===== src/rtl/gate_vector_sequencer_if.sv =====
// Purpose : bundles the control/observation signals of gate_vector_sequencer.
// Ports   : start/abort/y_in flow into the sequencer; a_out/b_out/vec_idx/busy/done/pass/fail_mask flow out.
// Modports: master = test controller / gate side, slave = the sequencer itself.
interface gate_vector_sequencer_if;
  logic       start;
  logic       abort;
  logic       y_in;
  logic       a_out;
  logic       b_out;
  logic [1:0] vec_idx;
  logic       busy;
  logic       done;
  logic       pass;
  logic [3:0] fail_mask;

  modport master (
    output start, abort, y_in,
    input  a_out, b_out, vec_idx, busy, done, pass, fail_mask
  );

  modport slave (
    input  start, abort, y_in,
    output a_out, b_out, vec_idx, busy, done, pass, fail_mask
  );
endinterface


===== src/rtl/gate_vector_sequencer.sv =====
// Purpose : drives the four 2-input vectors 00,01,10,11 into a gate, waits SETTLE_CYCLES after each,
//           samples y_in once per vector and compares it with the EXPECT truth table.
// Ports   : clk, rst_n (async active-low); gv (slave modport) carries start/abort/y_in in and
//           a_out/b_out/vec_idx/busy/done/pass/fail_mask out. DONE is entered 4*(SETTLE_CYCLES+1)
//           edges after start is accepted; start is only honoured in IDLE, abort wins over start.
module gate_vector_sequencer #(
  parameter int unsigned SETTLE_CYCLES = 2,        // legal range 1..15
  parameter logic [3:0]  EXPECT        = 4'b0001   // bit i = expected y for vector i = {a,b}
) (
  input  logic                  clk,
  input  logic                  rst_n,
  gate_vector_sequencer_if.slave gv
);

  typedef enum logic [1:0] {
    IDLE   = 2'd0,
    SETTLE = 2'd1,
    SAMPLE = 2'd2,
    DONE   = 2'd3
  } state_t;

  // Counter runs 0..SETTLE_CYCLES-1 so SETTLE lasts exactly SETTLE_CYCLES cycles.
  localparam logic [3:0] LAST_CNT = 4'(SETTLE_CYCLES - 1);

  state_t     state_q, state_d;
  logic [3:0] cnt_q,   cnt_d;
  logic [1:0] idx_q,   idx_d;
  logic [3:0] fail_q,  fail_d;
  logic       pass_q,  pass_d;

  always_ff @(posedge clk or negedge rst_n) begin
    if (!rst_n) begin
      state_q <= IDLE;
      cnt_q   <= 4'd0;
      idx_q   <= 2'd0;
      fail_q  <= 4'd0;
      pass_q  <= 1'b0;
    end else begin
      state_q <= state_d;
      cnt_q   <= cnt_d;
      idx_q   <= idx_d;
      fail_q  <= fail_d;
      pass_q  <= pass_d;
    end
  end

  always_comb begin
    state_d = state_q;
    cnt_d   = cnt_q;
    idx_d   = idx_q;
    fail_d  = fail_q;
    pass_d  = pass_q;

    case (state_q)
      IDLE: begin
        // abort held together with start keeps us idle
        if (gv.start && !gv.abort) begin
          state_d = SETTLE;
          cnt_d   = 4'd0;
          idx_d   = 2'd0;
          fail_d  = 4'd0;
          pass_d  = 1'b0;
        end
      end

      SETTLE: begin
        if (gv.abort) begin
          state_d = IDLE;
          cnt_d   = 4'd0;
          idx_d   = 2'd0;
          fail_d  = 4'd0;
          pass_d  = 1'b0;
        end else if (cnt_q == LAST_CNT) begin
          state_d = SAMPLE;
        end else begin
          cnt_d = cnt_q + 4'd1;
        end
      end

      SAMPLE: begin
        if (gv.abort) begin
          state_d = IDLE;
          cnt_d   = 4'd0;
          idx_d   = 2'd0;
          fail_d  = 4'd0;
          pass_d  = 1'b0;
        end else begin
          fail_d[idx_q] = (gv.y_in != EXPECT[idx_q]);
          if (idx_q == 2'd3) begin
            // pass is registered here so it is already valid during the DONE cycle
            state_d = DONE;
            pass_d  = (fail_d == 4'd0);
          end else begin
            state_d = SETTLE;
            idx_d   = idx_q + 2'd1;
            cnt_d   = 4'd0;
          end
        end
      end

      DONE: begin
        // vector 11 stays applied through DONE and drops back to 00 with IDLE
        state_d = IDLE;
        idx_d   = 2'd0;
        cnt_d   = 4'd0;
      end

      default: begin
        state_d = IDLE;
      end
    endcase
  end

  // a/b come straight from the index register, so vec_idx == {a_out,b_out} always holds.
  assign gv.a_out     = idx_q[1];
  assign gv.b_out     = idx_q[0];
  assign gv.vec_idx   = idx_q;
  assign gv.busy      = (state_q == SETTLE) || (state_q == SAMPLE);
  assign gv.done      = (state_q == DONE);
  assign gv.pass      = pass_q;
  assign gv.fail_mask = fail_q;

endmodule

===== src/flat_wrapper.sv =====
// flat-port wrapper written by rule: the top's interface ports become plain ports
module gate_vector_sequencer_flat 
#(
  parameter int unsigned SETTLE_CYCLES = 2,                            
  parameter logic [3:0]  EXPECT        = 4'b0001                                             
)
  (clk, rst_n, gv_start, gv_abort, gv_y_in, gv_a_out, gv_b_out, gv_vec_idx, gv_busy, gv_done, gv_pass, gv_fail_mask);
  gate_vector_sequencer_if gv_i ();
  input  logic clk;
  input  logic rst_n;
  input wire logic [$bits(gv_i.start)-1:0] gv_start;
  input wire logic [$bits(gv_i.abort)-1:0] gv_abort;
  input wire logic [$bits(gv_i.y_in)-1:0] gv_y_in;
  output wire logic [$bits(gv_i.a_out)-1:0] gv_a_out;
  output wire logic [$bits(gv_i.b_out)-1:0] gv_b_out;
  output wire logic [$bits(gv_i.vec_idx)-1:0] gv_vec_idx;
  output wire logic [$bits(gv_i.busy)-1:0] gv_busy;
  output wire logic [$bits(gv_i.done)-1:0] gv_done;
  output wire logic [$bits(gv_i.pass)-1:0] gv_pass;
  output wire logic [$bits(gv_i.fail_mask)-1:0] gv_fail_mask;
  assign gv_i.start = gv_start;
  assign gv_i.abort = gv_abort;
  assign gv_i.y_in = gv_y_in;
  assign gv_a_out = gv_i.a_out;
  assign gv_b_out = gv_i.b_out;
  assign gv_vec_idx = gv_i.vec_idx;
  assign gv_busy = gv_i.busy;
  assign gv_done = gv_i.done;
  assign gv_pass = gv_i.pass;
  assign gv_fail_mask = gv_i.fail_mask;
  gate_vector_sequencer #(.SETTLE_CYCLES(SETTLE_CYCLES), .EXPECT(EXPECT)) u_core (.clk(clk), .rst_n(rst_n), .gv(gv_i));
endmodule

===== config.mk =====
export PLATFORM = sky130hd
export DESIGN_NAME = gate_vector_sequencer_flat
export DESIGN_NICKNAME = d
export VERILOG_FILES = /design/src/rtl/gate_vector_sequencer_if.sv /design/src/rtl/gate_vector_sequencer.sv /design/src/flat_wrapper.sv
export SDC_FILE = /design/constraint.sdc
export NUM_CORES = 1
export LEC_CHECK = 0
export CORE_ASPECT_RATIO = 0.8
export CORE_MARGIN = 1
export CORE_UTILIZATION = 50
export CTS_CLUSTER_DIAMETER = 60
export DETAILED_ROUTE_END_ITERATION = 8
export HOLD_SLACK_MARGIN = 0.12
export PLACE_DENSITY_LB_ADDON = 0.05
export SYNTH_ARGS = -nofsm -noshare
export SYNTH_HDL_FRONTEND = slang
export SYNTH_SLANG_ARGS = --single-unit

===== constraint.sdc =====
create_clock -name clk -period 2.6 [get_ports clk]
set_clock_uncertainty 0.1 [all_clocks]
set_input_delay 0.52 -clock clk [delete_from_list [all_inputs] [get_ports clk]]
set_output_delay 0.52 -clock clk [all_outputs]
set_load 0.01 [all_outputs]

Yosys cells after proc, flatten, opt, wreduce, memory -nomap -nowiden
Cells that the tools add are included.
Storage, ports and cells
  flip-flop bits (word level): 13
  input port bits: 5
  logic and storage cells: 63
Cells by class
  $add $sub $neg: 2
  $lt $le $gt $ge: 2
  eq/ne operators: 12
  muxes and demuxes: 30
  reductions and logical operators: 12
Operators by type and width (number)
  $mux W4: 7
  $mux W2: 9
  $pmux W2 S4: 2
  $pmux W4 S4: 1
  $pmux W4 S3: 1
  $reduce_and A3 Y1: 3
  $eq A2 B2 Y1 const B: 3
  $mux W1: 6
  $ne A3 B2 Y1 const B: 2
  $ne A3 B3 Y1 const B: 2
  $add A4 B1 Y4 const B: 1
  $bwmux W4: 1
  $eq A4 B1 Y1 const B: 1
  $logic_not A4 Y1: 1
  $reduce_and A4 Y1: 1
  $lt A2 B3 Y1 const B: 1
  $pmux W1 S3: 1
  $reduce_bool A3 Y1: 1
  $add A2 B1 Y2 const B: 1
  $bmux W1 S2: 1
  $demux W1 S2: 1
  $eq A2 B1 Y1 const B: 1
  $ge A2 B1 Y1 const B: 1
  $logic_and A1 B1 Y1: 2
  other kinds (7): 7

Depth between registers and ports, before layout
Gate-level depths: netlist of the first run.
  depth in word-level cells: 9
  depth in mapped cells: 6
  depth with buffers taken out: 6

Worst setup path before layout of the first run
Ideal clock, no wire load.
  kind: register -> register
  start: register u_core.state_q[0]
  end: register u_core.fail_q[1], in the netlist u_core.gv.fail_mask[1]
  arrival time: 1.649 ns
  required time: 2.396 ns
  setup slack: 0.747 ns
  cell stages (with the launch flop): 7
  cell sequence: dfrtp_1 > inv_1 > ha_1 > nor2b_1 > or4_4 > or3b_1 > o311ai_1
On the way
  cells in the longest elaborated chain, start to end: 3
  elaborated cells on any way between the ends: 8
  classes of those cells: 4 x eq/ne; 1 x mux; 3 x reduce/logical
RTL lines
  from (decl): line gate_vector_sequencer.sv:25  | state_t state_q, state_d;
  from (signal assigned): line gate_vector_sequencer.sv:39  | state_q <= state_d;
  $eq A2 B1 Y1 (tied with other cells): line gate_vector_sequencer.sv:54  | case (state_q)
  $ne A2 B2 Y1 (no source line) (tied with other cells)
  $reduce_and A3 Y1 (no source line)
  to (signal assigned): line gate_vector_sequencer.sv:42  | fail_q <= fail_d;
  to (decl): line gate_vector_sequencer.sv:28  | logic [3:0] fail_q, fail_d;
Several ways; a longest one is shown, not always the timed one.
A chain may end at the register's enable or synchronous reset.

Worst setup path in the final report of the first run
  start: register u_core.state_q[1]
  end: output gv_busy
On the way
  cells in the longest elaborated chain, start to end: 2
  elaborated cells on any way between the ends: 3
  classes of those cells: 2 x eq/ne; 1 x reduce/logical
RTL lines
  $eq A2 B1 Y1 / $eq A2 B2 Y1 (equally long branches): line gate_vector_sequencer.sv:118  | assign gv.busy = (state_q == SETTLE) || (state_q == SAMPLE);
  $logic_or A1 B1 Y1 (*): line gate_vector_sequencer.sv:118
  to (decl): line flat_wrapper.sv:17  | output wire logic [$bits(gv_i.busy)-1:0] gv_busy;
Every way passes the cells marked *; elsewhere a longest branch is shown, timed or not.

==> results.md, run 1 <==
* Outcome: completed
* Fin Hold WS at approximately 0.41 ns
* Routability congestion estimate at between 0.8 and 0.9
* DR WL met2 at approximately 770 um
* FMAX at between 0.4 and 0.5 GHz
* Initial DRT Pass Iterations at 4
* Cell variety after synth at 29
* CP max stage delay at between 0.5 and 0.6 ns
* Syn Inst Count at 90
* Critical path buffers and inverters at 2
* CTS tree: yes
* Ant diodes at 0
* Sequential fraction of the synthesis area at 38.86%
* Initial Util at 56.89%
* Total track usage at 22.58%
* Seq cells post-synth at 13
* CP Data Required Time at 1.98 ns
* Vias per cell at about 5.6
* Crit-path leading delay family: buffers and inverters
* DR iter-0 viols at 25
* Detail Placement HPWL at around 1300 um
* Leakage power at approximately 0.45 nW
* Fin. Hold Viols at 0
* Post-synthesis compound-gate area fraction at around 17%
* Pre-CTS setup slack at around 0.28 ns
* Setup-failing EPs final at 0
* CTS sink cnt at 13
* Number of global-route vias before repair at between 600 and 700
* Worst hold-check path type: reg -> reg
* EDFF count, synth at 0
* CP max-delay cell: clkdlybuf4s50_1
* Inserted Clock Buffers at 3
* Clock-pin slew on the worst setup and hold paths at 0.08 ns
* Final wirelength at 1710 um
* Buffers on Ports at 15
* Drt wl/cell at between 10 and 15 um
* Worst Max-Slew Pin Slew at a little over 0.6 ns
* FF-to-FF setup slack at 0.61 ns
* Die H at between 30 and 40 um
* Met1 wire length at approximately 810 um
* Die W at between 40 and 50 um
* CP Max Fanout at 3
* Clk buf depth at 2
* Post-Synth XOR/XNOR Area at under 10%
* Crit end category: output pin
* Slew Limit Headroom at between 50% and 60%
* Ys Warns at 0
* First-pass GRT wire length at approximately 2800 um
* DIE AREA at 1843 um^2
* Cell chain of the critical path: inv_1 > ha_1 > clkdlybuf4s50_1
* Part of the power in combinational logic at a little over two fifths
* Top-count cell post-synth: dfrtp_1
* Num ports at 16
* Synth top area share at around two fifths
* Net Sw Frac at between 30 and 40%
* Setup Crit Path Kind: reg -> out
* Number of cell rows at 12
* Sequential Power Share at 38.0%
* PD cells at about 650 nW/um^2
* Worst path arrival time at approximately 1.6 ns
* Post-synthesis simple-gate area fraction at 21.08%
* RSZ-0062 raised after global routing: false
* Metal3 WL at 107 um
* Top Metal Used: met4
* Avg Inst Size Synth at around 9.3 um^2
* Synth area leader: dfrtp_1
* Post-CTS Hold Fix Bufs at 0
* Internal power at just over 0.0004 W
* Min Tclk post-route at 2.167 ns
* Clock latency at the later pin of the worst-skew pair at about 0.28 ns
* Setup TNS at 0 ns
* Worst setup margin at ~0.43 ns
* Syn nets at about 110
* Post-synth ARST share at between 90% and 100%
* Synth Area in Adders at roughly 15%
* Post-DRT Antenna Nets at 0
* Sw Pwr at 0.0002597 W
* Remaining Overflow, GRT at 0
* Via count at 723
* Initial antenna violation count at 0
* Main combinational cell family by area after synthesis: simple AND/OR/NAND/NOR gates
* H-tree Lvls at 1
* Mux cell area share after synthesis at under 10%
* Post-CTS sizing at 0
* Largest net degree at the start of global routing at 14
* Mapped Area at approximately 840 um^2
* Most frequent cells after synthesis: dfrtp_1, o21ai_0, ha_1
* Finished Layout Cells at 128
* Top cells by area, synth: dfrtp_1, ha_1, o21ai_0, nand2_1, nand2b_1
* Max-cap violations at 0
* Post-CTS Setup Repair Bufs at 0
* Fin nets at between 100 and 150
* Maximum VDD drop at slightly above 0.6 mV
* Slew Viols, Final at 0
* Most common flop cell mapped by yosys: dfrtp_1
* Final Cycle Share at 83.36%
* Area growth from synthesis to layout at 22.42%
* Placed Cells at 124
* Startpoint Class: flip-flop
* Clock share of power at a little under a fifth
* Drt drc at 0
* Clock Root Buffer: clkbuf_4
* Core ar. at ~1500 um^2
* # fillers at 130
* Share of layout cells above drive strength 1 at approximately 4.7%
[worst paths after layout]
kind,startpoint,to,depth (start not counted)
max,u_core.state_q[1],gv_busy,3
min,u_core.gv.fail_mask[3],u_core.gv.fail_mask[3],2
max reg2reg,u_core.state_q[0],u_core.gv.fail_mask[1],6
min reg2reg,u_core.gv.fail_mask[3],u_core.gv.fail_mask[3],2
max in group asynchronous,rst_n,u_core.gv.pass,1
min in group asynchronous,rst_n,u_core.cnt_q[1],1
[worst register-to-register path, cell delays in order (launching register included)]
cell and delay [ns]:
dfrtp_1 0.38, inv_1 0.08, ha_1 0.27, nor2b_1 0.16
or4_4 0.45, or3b_1 0.36, o311ai_1 0.08
[logic make-up (layout without fill, tap and decap cells)]
logic type               Yosys count  count (layout)
AND/OR/NAND/NOR                   32              32
AO/OA/AOI/OAI                     24              24
flip-flops                        13              13
adder cells (fa/ha/maj)           10              10
buffers and inverters              8              25
multiplexers                       2               2
XOR/XNOR                           1               1
[stage by stage]
step | power, W | cell area [um^2] | util [%]
global placement | 0.0005352 | 998.5 | 67.86
global route | 0.0007161 | 1025 | 69.64
finish | 0.0006704 | 1025 | 69.64
floorplan | 0.0004522 | 837.1 | -
CTS | 0.0006730 | 1025 | 69.64
detailed placement | 0.0005447 | 998.5 | 67.86
[cell usage in the layout (no fill, tap or decap)]
cell type        netlist  routed
a211o_1                1       1
a21bo_1                1       1
a21oi_1                3       3
a22o_1                 1       1
a31oi_1                1       1
and3_1                 1       1
clkbuf_1               0       1
clkbuf_4               0       3
clkdlybuf4s50_1        0      15
dfrtp_1               13      13
ha_1                  10      10
inv_1                  6       6
mux2i_1                2       2
nand2_1                7       7
nand2b_1               4       4
nand2b_4               1       1
nand3_1                4       4
nor2_1                 6       6
nor2b_1                3       3
nor3_1                 2       2
nor4_1                 1       1
o21ai_0               12      12
o21ai_1                1       1
o21bai_1               1       1
o22ai_1                1       1
o311ai_1               1       1
o31ai_1                1       1
or3b_1                 1       1
or4_1                  1       1
or4_4                  1       1
xnor2_1                1       1
[sequential cells by signal, indices dropped and copies added, names as in the netlist]
register and flops:
u_core.gv.fail_mask 4, u_core.cnt_q 4, u_core.gv.pass 1, u_core.state_q 2
u_core.gv.vec_idx 2
[routing by layer]
layer  global-route usage [%]  up-vias
met2                    35.81       28
met1                    28.49      341
li1                         -      349
met3                    7.009        5
met5                        0        -
met4                    8.333        0
[power groups by stage]
stage / registers, W / logic (W) / clock network [W]
after floorplan: 0.000253 / 0.000199 / 0
after global placement: 0.000257 / 0.000278 / 0
after detailed placement: 0.000258 / 0.000287 / 0
after CTS: 0.000254 / 0.000288 / 0.000131
after global routing: 0.000259 / 0.000319 / 0.000138
final: 0.000255 / 0.000289 / 0.000127
[area by class of cell]
cell class              count  area [um^2]  share of cell area [%]
flip-flops and latches     13        325.3                   31.75
multi-input cells          69        474.2                   46.28
inverters                   6        22.52                   2.198
repair buffers             15        150.1                   14.65
well taps                  21        26.28                   2.564
clock buffers               4        26.28                   2.564
No activity file was read; power rests on OpenSTA's default activity.
==> run 2: changes to the inputs <==
--- a/config.mk
+++ b/config.mk
@@ -7,7 +7,7 @@
 export LEC_CHECK = 0
 export CORE_ASPECT_RATIO = 0.8
 export CORE_MARGIN = 1
-export CORE_UTILIZATION = 50
+export CORE_UTILIZATION = 45
 export CTS_CLUSTER_DIAMETER = 60
 export DETAILED_ROUTE_END_ITERATION = 8
 export HOLD_SLACK_MARGIN = 0.12
==> constraint.sdc (replaced) <==
create_clock -name clk -period 1.8 [get_ports clk]
set_clock_uncertainty 0.1 [all_clocks]
set_input_delay 0.36 -clock clk [delete_from_list [all_inputs] [get_ports clk]]
set_output_delay 0.36 -clock clk [all_outputs]
set_load 0.01 [all_outputs]
==> run 2 against run 1 <==
  * The flow now finishes with violations (negative setup slack)
  * Sequential power grew 46%
  * Die area grew 11%
  * Sequential share of layout area decreased by 5.7 points
  * Clock power rose by 52%
  * Total power rose by 83%
  * Non-clock buffer count grew 17
  * Design area rose by 22%
  * Final cell count is 14% higher
  * Register-to-register slack got worse by 0.80 ns
==> results.md, run 2 (synthesized netlist as in run 1, its figures left out) <==
* Outcome: finished with violations
* Failing checks: negative setup slack
* Area occupied by registers at ~330 um^2
* Number of global-route vias before repair at ~720
* Cell chain of the critical path: buf_6 > buf_6 > ha_4 > nand2b_4 > or4_4 > or3b_1 > o311ai_1
* Drt wl/cell at about 14 um
* DIE AREA at 2038 um^2
* Min Tclk post-route at 1.990 ns
* Final cell area excluding filler cells at between 1000 and 1500 um^2
* Fin Hold WS at ~0.26 ns
* Share of layout cells above drive strength 1 at ~29%
* Worst Max-Slew Pin Slew at between 0.2 and 0.25 ns
* Commonest cells after routing, fill and taps aside: clkdlybuf4s50_1, buf_4, dfrtp_1
* Vias per cell at between 5 and 6
* Inserted Clock Buffers at 3
* CTS tree: yes
* Crit end category: flip-flop
* Worst hold-check path type: in -> async
* FMAX at 0.5025 GHz
* CP most frequent cell: buf_6
* Via count at about 780
* PD cells at about 980 nW/um^2
* CP Max Fanout at 2
* CTS sink cnt at 13
* Setup Crit Path Kind: reg -> reg
* Final Cycle Share at 110.6%
* Startpoint Class: flip-flop
* Worst path arrival time at slightly above 2 ns
* Area growth from synthesis to layout at 49.63%
* Slew Limit Headroom at a little over four fifths
* Initial Util at slightly below 50%
* Net Sw Frac at roughly 40%
* Initial DRT Pass Iterations at 5
* Sw Pwr at 0.0004883 W
* Part of the power in combinational logic at 54.0%
* RSZ-0062 raised after global routing: true
* Drt drc at 0
* Leakage power at roughly 0.55 nW
* CP max-delay cell: or4_4
* Number of cell rows at 13
* Clock Root Buffer: clkbuf_4
* Die W at 50.22 um
* Clock latency at the later pin of the worst-skew pair at roughly 0.29 ns
* Clock-pin slew on the worst setup and hold paths at 0.09 ns
* Core ar. at about 1700 um^2
* Clk buf depth at 2
* Fin. Hold Viols at 0
* Clock share of power at 15.7%
* First-pass GRT wire length at ~3200 um
* Largest net degree at the start of global routing at 14
* Num ports at 16
* CP max stage delay at around 0.49 ns
* # fillers at between 100 and 150
* Maximum VDD drop at between 0.9 and 1 mV
* DR iter-0 viols at 9
* Sequential Power Share at between 30% and 40%
* Worst setup margin at -0.1899 ns
* Commonest non-fill, non-tap cell in the layout: clkdlybuf4s50_1
* Detail Placement HPWL at about 1400 um
* Slew Viols, Final at 0
* Die H at approximately 40 um
* Buffers on Ports at 15
* Area of the multi-input gates at between 500 and 600 um^2
* Post-DRT Antenna Nets at 0
* Internal power at ~0.00074 W
* Routability congestion estimate at 0.7989
* Initial antenna violation count at 0
* Max-cap violations at 0
* Ant diodes at 0
* Setup-failing EPs final at 4
* Total track usage at a little under a quarter
* CP Data Required Time at ~1.9 ns
* H-tree Lvls at 1
* Cell Area, Placed at around 1100 um^2
* Remaining Overflow, GRT at 0
* Final wirelength at ~2100 um
* Fin nets at 140
run 2: worst max-delay path, delay by kind of cell, from the launching register on:
family | cells | cell delay [ns]
adder cells (fa/ha/maj) | 1 | 0.14
AND/OR/NAND/NOR | 3 | 0.92
AO/OA/AOI/OAI | 1 | 0.09
buffers and inverters | 2 | 0.23
flip-flops | 1 | 0.40
run 2: final cells by class:
cell class / count / area share, %
Clock buffer: 4 / 2.098
Inverter: 6 / 2.398
Multi-Input combinational cell: 69 / 44.06
Sequential cell: 13 / 26.07
Tap cell: 22 / 2.198
Timing Repair Buffer: 32 / 23.18
run 2: per-stage QoR:
stage               util [%]  setup TNS (ns)  worst slack, ns  total power (W)  std cells
floorplan                  -        -0.01342         -0.01342        0.0007023         90
global placement       66.49          -1.402          -0.2448        0.0008984        138
detailed placement     66.49          -1.650          -0.2745        0.0009160        138
CTS                    71.08         -0.2664          -0.1202         0.001172        145
global route           74.04         -0.5833          -0.2259         0.001303        146
finish                 74.04         -0.3173          -0.1899         0.001229        146
run 2: timing repair:
action                     CTS  global route
pin swaps                    3             4
hold buffers                 0             0
resized for setup           10            21
setup buffers                3             1
setup endpoints to repair    4            16
run 2: layer usage:
metal	wire [um]	GRT usage, %	part of all wire, %
met4	54	10.00	2.6
met1	951	27.15	45
met5	0	0	0
met2	975	39.33	46
met3	121	8.712	5.8
run 2: final timing paths:
check | from | end | slack (ns) | cells past startpoint
worst max-delay path | u_core.state_q[1] | u_core.gv.fail_mask[1] | -0.19 | 7
worst min-delay path | rst_n | u_core.state_q[1] | 0.26 | 2
worst max register to register | u_core.state_q[1] | u_core.gv.fail_mask[1] | -0.19 | 7
worst min register to register | u_core.gv.fail_mask[2] | u_core.gv.fail_mask[2] | 0.42 | 2
max in group asynchronous | rst_n | u_core.gv.fail_mask[1] | 1.17 | 2
min in group clk | u_core.gv.fail_mask[2] | u_core.gv.fail_mask[2] | 0.42 | 2
run 2: power by group through the flow:
| stage | clock (W) | sequential, W | combinational (W) |
|---|---|---|---|
| 6_report | 0.000193 | 0.000372 | 0.000663 |
| 5_1_grt | 0.000213 | 0.000376 | 0.000714 |
| 4_1_cts | 0.000202 | 0.000365 | 0.000605 |
| 3_5_place_dp | 0 | 0.000379 | 0.000537 |
| 3_3_place_gp | 0 | 0.000376 | 0.000522 |
| 2_1_floorplan | 0 | 0.000371 | 0.000331 |
